[src/rtl/mem_arbiter_if.sv]
`default_nettype none
// ============================================================================
// Module      : mem_arbiter_if
// Description : Cache request/refill and memory port bundle for mem_arbiter.
// Revision    : 1.0 - initial release
// ============================================================================
interface mem_arbiter_if #(
    parameter int PADDR_W = 20,
    parameter int LINE_W  = 128
);
    logic               ic_req_ren;
    logic [PADDR_W-1:0] ic_req_raddr;
    logic               ic_rec_en;
    logic [PADDR_W-1:0] ic_rec_addr;
    logic [LINE_W-1:0]  ic_rec_cacheline;

    logic               dc_req_ren;
    logic [PADDR_W-1:0] dc_req_raddr;
    logic               dc_req_wen;
    logic [PADDR_W-1:0] dc_req_waddr;
    logic [LINE_W-1:0]  dc_req_wcacheline;
    logic               dc_rec_en;
    logic [PADDR_W-1:0] dc_rec_addr;
    logic [LINE_W-1:0]  dc_rec_cacheline;
    logic               dc_wbuf_full;

    logic               mem_req_valid;
    logic               mem_req_ready;
    logic               mem_req_we;
    logic [PADDR_W-1:0] mem_req_addr;
    logic [LINE_W-1:0]  mem_req_wdata;
    logic               mem_rsp_valid;
    logic [LINE_W-1:0]  mem_rsp_data;

    logic               err;

    modport slave (
        input  ic_req_ren, ic_req_raddr,
        input  dc_req_ren, dc_req_raddr, dc_req_wen, dc_req_waddr, dc_req_wcacheline,
        input  mem_req_ready, mem_rsp_valid, mem_rsp_data,
        output ic_rec_en, ic_rec_addr, ic_rec_cacheline,
        output dc_rec_en, dc_rec_addr, dc_rec_cacheline, dc_wbuf_full,
        output mem_req_valid, mem_req_we, mem_req_addr, mem_req_wdata,
        output err
    );

    modport master (
        output ic_req_ren, ic_req_raddr,
        output dc_req_ren, dc_req_raddr, dc_req_wen, dc_req_waddr, dc_req_wcacheline,
        output mem_req_ready, mem_rsp_valid, mem_rsp_data,
        input  ic_rec_en, ic_rec_addr, ic_rec_cacheline,
        input  dc_rec_en, dc_rec_addr, dc_rec_cacheline, dc_wbuf_full,
        input  mem_req_valid, mem_req_we, mem_req_addr, mem_req_wdata,
        input  err
    );
endinterface
`default_nettype wire

[src/rtl/mem_arbiter.sv]
`default_nettype none
// ============================================================================
// Module      : mem_arbiter
// Description : Shares one memory port between I-cache refills and D-cache
//               refills/write-backs; routes in-order read data back by tag.
// Revision    : 1.0 - initial release
// ============================================================================
module mem_arbiter #(
    parameter int PADDR_W       = 20,
    parameter int LINE_W        = 128,
    parameter int N_OUTSTANDING = 4,
    parameter int WB_DEPTH      = 2
) (
    input  logic          clk,
    input  logic          rst_n,
    mem_arbiter_if.slave  bus
);
    localparam int c_WB_PW = (WB_DEPTH > 1) ? $clog2(WB_DEPTH) : 1;
    localparam int c_WB_CW = $clog2(WB_DEPTH + 1);
    localparam int c_TG_PW = (N_OUTSTANDING > 1) ? $clog2(N_OUTSTANDING) : 1;
    localparam int c_TG_CW = $clog2(N_OUTSTANDING + 1);
    localparam logic [c_WB_PW-1:0] c_WB_LAST = c_WB_PW'(WB_DEPTH - 1);
    localparam logic [c_TG_PW-1:0] c_TG_LAST = c_TG_PW'(N_OUTSTANDING - 1);

    logic               r_ic_pend, r_dc_pend;
    logic [PADDR_W-1:0] r_ic_addr, r_dc_addr;

    logic [PADDR_W-1:0] r_wb_addr [WB_DEPTH];
    logic [LINE_W-1:0]  r_wb_data [WB_DEPTH];
    logic [WB_DEPTH-1:0] r_wb_vld;
    logic [c_WB_PW-1:0] r_wb_rd, r_wb_wr;
    logic [c_WB_CW-1:0] r_wb_cnt;
    logic               r_wb_full;

    logic               r_req_valid, r_req_we, r_req_src;
    logic [PADDR_W-1:0] r_req_addr;
    logic [LINE_W-1:0]  r_req_wdata;
    logic               r_rr;

    logic               r_tag_src  [N_OUTSTANDING];
    logic [PADDR_W-1:0] r_tag_addr [N_OUTSTANDING];
    logic [c_TG_PW-1:0] r_tag_rd, r_tag_wr;
    logic [c_TG_CW-1:0] r_tag_cnt;

    logic               r_ic_rec_en, r_dc_rec_en, r_err;
    logic [PADDR_W-1:0] r_ic_rec_addr, r_dc_rec_addr;
    logic [LINE_W-1:0]  r_ic_rec_data, r_dc_rec_data;

    logic               w_free, w_accept, w_tag_push, w_tag_pop, w_tag_room;
    logic [c_TG_CW-1:0] w_tag_cnt_nxt;
    logic               w_wb_full, w_wb_any, w_wb_pop, w_wb_push, w_hazard;
    logic [c_WB_CW-1:0] w_wb_cnt_nxt;
    logic               w_ic_ok, w_dc_ok, w_sel_wb, w_sel_ic, w_sel_dc, w_err_set;

    function automatic logic [c_WB_PW-1:0] f_wb_inc(input logic [c_WB_PW-1:0] p);
        return (p == c_WB_LAST) ? '0 : p + 1'b1;
    endfunction

    function automatic logic [c_TG_PW-1:0] f_tg_inc(input logic [c_TG_PW-1:0] p);
        return (p == c_TG_LAST) ? '0 : p + 1'b1;
    endfunction

    assign w_accept      = r_req_valid & bus.mem_req_ready;
    assign w_free        = ~r_req_valid | bus.mem_req_ready;
    assign w_tag_push    = w_accept & ~r_req_we;
    assign w_tag_pop     = bus.mem_rsp_valid & (r_tag_cnt != '0);
    assign w_tag_cnt_nxt = r_tag_cnt + c_TG_CW'(w_tag_push) - c_TG_CW'(w_tag_pop);
    // A newly loaded read will push on acceptance, so reserve its slot now.
    assign w_tag_room    = w_tag_cnt_nxt < c_TG_CW'(N_OUTSTANDING);

    assign w_wb_full     = r_wb_cnt == c_WB_CW'(WB_DEPTH);
    assign w_wb_any      = r_wb_cnt != '0;
    assign w_wb_pop      = w_sel_wb;
    assign w_wb_push     = bus.dc_req_wen & (~w_wb_full | w_wb_pop);
    assign w_wb_cnt_nxt  = r_wb_cnt + c_WB_CW'(w_wb_push) - c_WB_CW'(w_wb_pop);

    always_comb begin
        w_hazard = 1'b0;
        for (int i = 0; i < WB_DEPTH; i++) begin
            if (r_wb_vld[i] && (r_wb_addr[i] == r_dc_addr)) w_hazard = 1'b1;
        end
    end

    assign w_ic_ok = r_ic_pend;
    assign w_dc_ok = r_dc_pend & ~w_hazard;

    always_comb begin
        w_sel_wb = 1'b0;
        w_sel_ic = 1'b0;
        w_sel_dc = 1'b0;
        if (w_free) begin
            if (w_wb_full) begin
                w_sel_wb = 1'b1;
            end else if (w_tag_room && (w_ic_ok || w_dc_ok)) begin
                if (w_ic_ok && (!w_dc_ok || !r_rr)) w_sel_ic = 1'b1;
                else                                w_sel_dc = 1'b1;
            end else if (w_wb_any) begin
                w_sel_wb = 1'b1;
            end
        end
    end

    assign w_err_set = (bus.ic_req_ren & r_ic_pend & ~w_sel_ic)
                     | (bus.dc_req_ren & r_dc_pend & ~w_sel_dc)
                     | (bus.dc_req_wen & w_wb_full & ~w_wb_pop)
                     | (bus.mem_rsp_valid & (r_tag_cnt == '0));

    always_ff @(posedge clk or negedge rst_n) begin : p_pending
        if (!rst_n) begin
            r_ic_pend <= 1'b0;
            r_ic_addr <= '0;
            r_dc_pend <= 1'b0;
            r_dc_addr <= '0;
        end else begin
            if (bus.ic_req_ren && (!r_ic_pend || w_sel_ic)) begin
                r_ic_pend <= 1'b1;
                r_ic_addr <= bus.ic_req_raddr;
            end else if (w_sel_ic) begin
                r_ic_pend <= 1'b0;
            end
            if (bus.dc_req_ren && (!r_dc_pend || w_sel_dc)) begin
                r_dc_pend <= 1'b1;
                r_dc_addr <= bus.dc_req_raddr;
            end else if (w_sel_dc) begin
                r_dc_pend <= 1'b0;
            end
        end
    end

    // When full, push and pop share one slot; the push must win its valid bit.
    always_ff @(posedge clk or negedge rst_n) begin : p_wb_ctrl
        if (!rst_n) begin
            r_wb_rd   <= '0;
            r_wb_wr   <= '0;
            r_wb_cnt  <= '0;
            r_wb_vld  <= '0;
            r_wb_full <= 1'b0;
        end else begin
            if (w_wb_pop) begin
                r_wb_vld[r_wb_rd] <= 1'b0;
                r_wb_rd           <= f_wb_inc(r_wb_rd);
            end
            if (w_wb_push) begin
                r_wb_vld[r_wb_wr] <= 1'b1;
                r_wb_wr           <= f_wb_inc(r_wb_wr);
            end
            r_wb_cnt  <= w_wb_cnt_nxt;
            r_wb_full <= w_wb_cnt_nxt == c_WB_CW'(WB_DEPTH);
        end
    end

    always_ff @(posedge clk) begin : p_fifo_data
        if (w_wb_push) begin
            r_wb_addr[r_wb_wr] <= bus.dc_req_waddr;
            r_wb_data[r_wb_wr] <= bus.dc_req_wcacheline;
        end
        if (w_tag_push) begin
            r_tag_src[r_tag_wr]  <= r_req_src;
            r_tag_addr[r_tag_wr] <= r_req_addr;
        end
    end

    always_ff @(posedge clk or negedge rst_n) begin : p_issue
        if (!rst_n) begin
            r_req_valid <= 1'b0;
            r_req_we    <= 1'b0;
            r_req_src   <= 1'b0;
            r_req_addr  <= '0;
            r_req_wdata <= '0;
            r_rr        <= 1'b0;
        end else if (w_free) begin
            r_req_valid <= w_sel_wb | w_sel_ic | w_sel_dc;
            if (w_sel_wb) begin
                r_req_we    <= 1'b1;
                r_req_src   <= 1'b1;
                r_req_addr  <= r_wb_addr[r_wb_rd];
                r_req_wdata <= r_wb_data[r_wb_rd];
            end else if (w_sel_ic) begin
                r_req_we    <= 1'b0;
                r_req_src   <= 1'b0;
                r_req_addr  <= r_ic_addr;
                r_req_wdata <= '0;
                r_rr        <= 1'b1;
            end else if (w_sel_dc) begin
                r_req_we    <= 1'b0;
                r_req_src   <= 1'b1;
                r_req_addr  <= r_dc_addr;
                r_req_wdata <= '0;
                r_rr        <= 1'b0;
            end
        end
    end

    always_ff @(posedge clk or negedge rst_n) begin : p_tag_rsp
        if (!rst_n) begin
            r_tag_rd      <= '0;
            r_tag_wr      <= '0;
            r_tag_cnt     <= '0;
            r_ic_rec_en   <= 1'b0;
            r_ic_rec_addr <= '0;
            r_ic_rec_data <= '0;
            r_dc_rec_en   <= 1'b0;
            r_dc_rec_addr <= '0;
            r_dc_rec_data <= '0;
            r_err         <= 1'b0;
        end else begin
            if (w_tag_push) r_tag_wr <= f_tg_inc(r_tag_wr);
            if (w_tag_pop)  r_tag_rd <= f_tg_inc(r_tag_rd);
            r_tag_cnt   <= w_tag_cnt_nxt;
            r_ic_rec_en <= w_tag_pop & ~r_tag_src[r_tag_rd];
            r_dc_rec_en <= w_tag_pop &  r_tag_src[r_tag_rd];
            if (w_tag_pop && !r_tag_src[r_tag_rd]) begin
                r_ic_rec_addr <= r_tag_addr[r_tag_rd];
                r_ic_rec_data <= bus.mem_rsp_data;
            end
            if (w_tag_pop && r_tag_src[r_tag_rd]) begin
                r_dc_rec_addr <= r_tag_addr[r_tag_rd];
                r_dc_rec_data <= bus.mem_rsp_data;
            end
            if (w_err_set) r_err <= 1'b1;
        end
    end

    assign bus.ic_rec_en        = r_ic_rec_en;
    assign bus.ic_rec_addr      = r_ic_rec_addr;
    assign bus.ic_rec_cacheline = r_ic_rec_data;
    assign bus.dc_rec_en        = r_dc_rec_en;
    assign bus.dc_rec_addr      = r_dc_rec_addr;
    assign bus.dc_rec_cacheline = r_dc_rec_data;
    assign bus.dc_wbuf_full     = r_wb_full;
    assign bus.mem_req_valid    = r_req_valid;
    assign bus.mem_req_we       = r_req_we;
    assign bus.mem_req_addr     = r_req_addr;
    assign bus.mem_req_wdata    = r_req_wdata;
    assign bus.err              = r_err;
endmodule
`default_nettype wire
[src/flat_wrapper.sv]
// flat-port wrapper written by rule: the top's interface ports become plain ports
module mem_arbiter_flat 
#(
    parameter int PADDR_W       = 20,
    parameter int LINE_W        = 128,
    parameter int N_OUTSTANDING = 4,
    parameter int WB_DEPTH      = 2
)
  (clk, rst_n, bus_ic_req_ren, bus_ic_req_raddr, bus_dc_req_ren, bus_dc_req_raddr, bus_dc_req_wen, bus_dc_req_waddr, bus_dc_req_wcacheline, bus_mem_req_ready, bus_mem_rsp_valid, bus_mem_rsp_data, bus_ic_rec_en, bus_ic_rec_addr, bus_ic_rec_cacheline, bus_dc_rec_en, bus_dc_rec_addr, bus_dc_rec_cacheline, bus_dc_wbuf_full, bus_mem_req_valid, bus_mem_req_we, bus_mem_req_addr, bus_mem_req_wdata, bus_err);
  mem_arbiter_if #(.PADDR_W(PADDR_W), .LINE_W(LINE_W)) bus_i ();
  input  logic clk;
  input  logic rst_n;
  input wire logic [$bits(bus_i.ic_req_ren)-1:0] bus_ic_req_ren;
  input wire logic [$bits(bus_i.ic_req_raddr)-1:0] bus_ic_req_raddr;
  input wire logic [$bits(bus_i.dc_req_ren)-1:0] bus_dc_req_ren;
  input wire logic [$bits(bus_i.dc_req_raddr)-1:0] bus_dc_req_raddr;
  input wire logic [$bits(bus_i.dc_req_wen)-1:0] bus_dc_req_wen;
  input wire logic [$bits(bus_i.dc_req_waddr)-1:0] bus_dc_req_waddr;
  input wire logic [$bits(bus_i.dc_req_wcacheline)-1:0] bus_dc_req_wcacheline;
  input wire logic [$bits(bus_i.mem_req_ready)-1:0] bus_mem_req_ready;
  input wire logic [$bits(bus_i.mem_rsp_valid)-1:0] bus_mem_rsp_valid;
  input wire logic [$bits(bus_i.mem_rsp_data)-1:0] bus_mem_rsp_data;
  output wire logic [$bits(bus_i.ic_rec_en)-1:0] bus_ic_rec_en;
  output wire logic [$bits(bus_i.ic_rec_addr)-1:0] bus_ic_rec_addr;
  output wire logic [$bits(bus_i.ic_rec_cacheline)-1:0] bus_ic_rec_cacheline;
  output wire logic [$bits(bus_i.dc_rec_en)-1:0] bus_dc_rec_en;
  output wire logic [$bits(bus_i.dc_rec_addr)-1:0] bus_dc_rec_addr;
  output wire logic [$bits(bus_i.dc_rec_cacheline)-1:0] bus_dc_rec_cacheline;
  output wire logic [$bits(bus_i.dc_wbuf_full)-1:0] bus_dc_wbuf_full;
  output wire logic [$bits(bus_i.mem_req_valid)-1:0] bus_mem_req_valid;
  output wire logic [$bits(bus_i.mem_req_we)-1:0] bus_mem_req_we;
  output wire logic [$bits(bus_i.mem_req_addr)-1:0] bus_mem_req_addr;
  output wire logic [$bits(bus_i.mem_req_wdata)-1:0] bus_mem_req_wdata;
  output wire logic [$bits(bus_i.err)-1:0] bus_err;
  assign bus_i.ic_req_ren = bus_ic_req_ren;
  assign bus_i.ic_req_raddr = bus_ic_req_raddr;
  assign bus_i.dc_req_ren = bus_dc_req_ren;
  assign bus_i.dc_req_raddr = bus_dc_req_raddr;
  assign bus_i.dc_req_wen = bus_dc_req_wen;
  assign bus_i.dc_req_waddr = bus_dc_req_waddr;
  assign bus_i.dc_req_wcacheline = bus_dc_req_wcacheline;
  assign bus_i.mem_req_ready = bus_mem_req_ready;
  assign bus_i.mem_rsp_valid = bus_mem_rsp_valid;
  assign bus_i.mem_rsp_data = bus_mem_rsp_data;
  assign bus_ic_rec_en = bus_i.ic_rec_en;
  assign bus_ic_rec_addr = bus_i.ic_rec_addr;
  assign bus_ic_rec_cacheline = bus_i.ic_rec_cacheline;
  assign bus_dc_rec_en = bus_i.dc_rec_en;
  assign bus_dc_rec_addr = bus_i.dc_rec_addr;
  assign bus_dc_rec_cacheline = bus_i.dc_rec_cacheline;
  assign bus_dc_wbuf_full = bus_i.dc_wbuf_full;
  assign bus_mem_req_valid = bus_i.mem_req_valid;
  assign bus_mem_req_we = bus_i.mem_req_we;
  assign bus_mem_req_addr = bus_i.mem_req_addr;
  assign bus_mem_req_wdata = bus_i.mem_req_wdata;
  assign bus_err = bus_i.err;
  mem_arbiter #(.PADDR_W(PADDR_W), .LINE_W(LINE_W), .N_OUTSTANDING(N_OUTSTANDING), .WB_DEPTH(WB_DEPTH)) u_core (.clk(clk), .rst_n(rst_n), .bus(bus_i));
endmodule
[config.mk]
export PLATFORM = sky130hd
export DESIGN_NAME = mem_arbiter_flat
export DESIGN_NICKNAME = d
export VERILOG_FILES = /design/src/rtl/mem_arbiter_if.sv /design/src/rtl/mem_arbiter.sv /design/src/flat_wrapper.sv
export SDC_FILE = /design/constraint.sdc
export NUM_CORES = 1
export LEC_CHECK = 0
export ABC_AREA = 1
export CAP_MARGIN = 20
export CORE_AREA = 2 2 304 306
export DETAILED_ROUTE_END_ITERATION = 10
export DIE_AREA = 0 0 306 308
export PLACE_DENSITY_LB_ADDON = 0.25
export SLEW_MARGIN = 15
export SYNTH_ARGS = -nofsm -noshare
export SYNTH_HDL_FRONTEND = slang
export SYNTH_SLANG_ARGS = --single-unit
export TNS_END_PERCENT = 20
[constraint.sdc]
create_clock -name clk -period 6.85 [get_ports clk]
set_input_delay 1.0275 -clock clk [delete_from_list [all_inputs] [get_ports clk]]
set_output_delay 1.0275 -clock clk [all_outputs]
set_load 0.02 [all_outputs]
==> metrics.md <==
| Metric | Value |
|---|---|
| Status | completed |
| Final Slew Violations | 0 |
| Mapped Cells | 3306 |
| Pwr per Cell Area | 522 nW/um2 |
| TritonCTS clock tree | done |
| Max Buffers Root-to-Sink | 3 |
| Fmax | 217 MHz |
| Starting Density | 0.375 |
| Clk sinks | 887 |
| WL/cell | 19.4 um |
| Layout net count | 4372 |
| Dpl ws | 1620 ps |
| H-tree depth | 3 |
| Port Buffer Count | 772 |
| Drt first pass iters | 5 |
| Setup TNS | 0 ps |
| Synth Area in Compound Gates | 0.0609 |
| Worst-Margin Slew | 1150 ps |
| Synth Area in Adders | 0.00352 |
| Main combinational cell family by area after synthesis | simple AND/OR/NAND/NOR gates |
| Io pins | 773 |
| Share of layout cells above drive strength 1 | 0.0478 |
| Pleak | 0.0206 uW |
| Max_cap viols | 0 |
| Hold-fix buffers, CTS | 0 |
| Cell Rows | 111 |
| Worst min path class | in -> async |
| Drt total wl | 103000 um |
| Syn avg cell area | 10.3 um2 |
| GRT Residual Overflow | 0 |
| Clock Tree Root | clkbuf_16 |
| Post-synth EDFFs | 380 |
| DR vias | 24792 |
| Largest net degree at the start of global routing | 178 |
| Post-CTS Setup Inserts | 0 |
| Post-route non-filler standard cell count | 5316 |
| Initial antenna violation count | 26 |
| Residual DRC | 0 |
| RSZ-0062 raised after global routing | no |
| Clock period minus worst slack | 4600 ps |
| Warnings from Yosys | 0 |
| Xor and xnor fraction of the mapped netlist area | 0.00231 |
| Antenna Nets Post-Route | 0 |
| Critical path arrival | 5150 ps |
| Post-synthesis mux area share | 0 |
| Period utilization | 0.672 |
| Most common cell after layout, fill and taps aside | nand2_1 |
| Peak VDD IR | 0.000388 V |
| Inst Count DP | 5130 |
| Fin worst setup slack | 2250 ps |
| Area grow syn2layout | 35.2% |
| Asr flop ratio synth | 0.572 |
| Unique cell type count in the Yosys netlist | 31 |
| Endpoints failing setup | 0 |
| First-pass GRT wire length | 152000 um |
| Setup Skew | 28.8 ps |
| Initial DRC Count | 1844 |
| Max-slew headroom | 0.233 |
| Fin Hold WS | 359 ps |
| CORE AREA | 91000 um2 |
| Setup CP Type | in -> reg |
| Hold Fails Final Rpt | 0 |
| Seq/Total Area, Yosys | 0.706 |
| Flops & latches, synth | 887 |
| Simple-Gate Fraction of Synth Area | 0.182 |
| WP data required | 7390 ps |
| Die area | 94200 um2 |
| Utilization after layout | 0.507 |
| Crit Path Max Fanout | 67 |
| Mapped Area | 34100 um2 |
| Detailed Place HPWL | 71100 um |
| GRT Overall Usage | 0.214 |
| Clock slew at reported path FFs | 60 ps |
| Die height | 308 um |
| Final GP Congestion | 0.840 |
| CTS resizes | 0 |
| Most frequent cells in the layout | 1471 x nand2_1, 771 x clkdlybuf4s50_1, 506 x dfrtp_1 |
| Top_reg_cell synth | dfrtp_1 |
| Die width | 306 um |
| Syn Nets | 3638 |
| CP Launch Type | input pin |
| Clock Latency Late Sink | 680 ps |
| Total CTS buffers | 94 |
| CP endpoint kind | flip-flop |
| Number of global-route vias before repair | 23700 |
| Post-DR vias/cell | 4.66 |
## Yosys cell counts (15+ instances only)
cell type	number	area, um2
a21oi_1	20	100
inv_1	197	739
nand3_1	53	265
o22ai_1	20	125
clkbuf_1	122	458
dfrtp_1	507	12700
buf_2	21	105
edfxtp_1	380	11400
o21bai_1	20	150
nand2_1	1471	5520
inv_2	15	56.3
o21ai_0	329	1650
nor2_1	99	372
## registers in the layout (all words and copies together), names as in the netlist, 40 cells and up
| register | flops |
|---|---|
| u_core.r_tag_addr | 80 |
| u_core.bus.mem_req_wdata | 128 |
| u_core.r_wb_addr | 40 |
| u_core.bus.ic_rec_cacheline | 128 |
| u_core.r_wb_data | 256 |
| u_core.bus.dc_rec_cacheline | 128 |
## cell type report
class                      instances  area, um2
tap                             1186       1480
multi-input combinational       2043       8510
clock buffer                     147       2750
antenna                           11       27.5
clock inverter                    28        359
fill                            8165      44900
inverter                         212        818
timing repair buffer             802       8060
sequential                       887      24100
## final timing paths
kind	from	to	slack, ps	depth (start not counted)
max	bus_mem_rsp_valid	u_core.bus.mem_req_wdata[60]	2250	16
min	rst_n	u_core.bus.mem_req_wdata[22]	360	1
max reg2reg	u_core.r_tag_cnt[1]	u_core.bus.mem_req_wdata[60]	2370	17
min reg2reg	u_core.bus.mem_req_wdata[70]	u_core.bus.mem_req_wdata[70]	470	2
max in group asynchronous	rst_n	u_core.bus.dc_rec_cacheline[21]	4920	2
min in group clk	u_core.bus.mem_req_wdata[70]	u_core.bus.mem_req_wdata[70]	470	2
## worst max-delay path: stages
cell and delay (ps):
clkdlybuf4s50_1 430, nand2_1 160, inv_1 120, ha_1 290
inv_1 40, ha_1 180, fa_1 400, xor2_1 290
a21oi_2 90, o21ai_4 430, nand2_4 300, nand2_2 410
inv_4 360, buf_12 330, nand2_1 90, nand2_1 50
## cells by family (layout without fill, tap and decap cells)
family,after synthesis,count (layout)
xor gates and xnor gates,9,9
DFF,887,887
buffers and inverters,376,1189
and+or+nand+nor,1630,1630
AOI/OAI and AO/OA,395,395
adders and majority gates,9,9
other,0,11
## metal layers
metal  up-vias  GRT usage  wire, um
met5         -          0       160
met4        24     0.0794      3570
met3       189     0.0716      8300
met2       798      0.346     49000
met1     11711      0.267     42100
li1      12070          -         -
## stage by stage
stage | power, uW | area [um2]
3_3_place_gp | 19000 | 43000
5_1_grt | 25600 | 46100
6_report | 24100 | 46100
3_5_place_dp | 19100 | 43000
4_1_cts | 24300 | 46100
2_1_floorplan | 14500 | 34100
## power by group
group / internal (uW) / switching, uW
clock: 3000 / 2120
combinational: 3760 / 6580
sequential: 7580 / 1010
total: 14300 / 9720
Power figures use the tool's default switching activity.
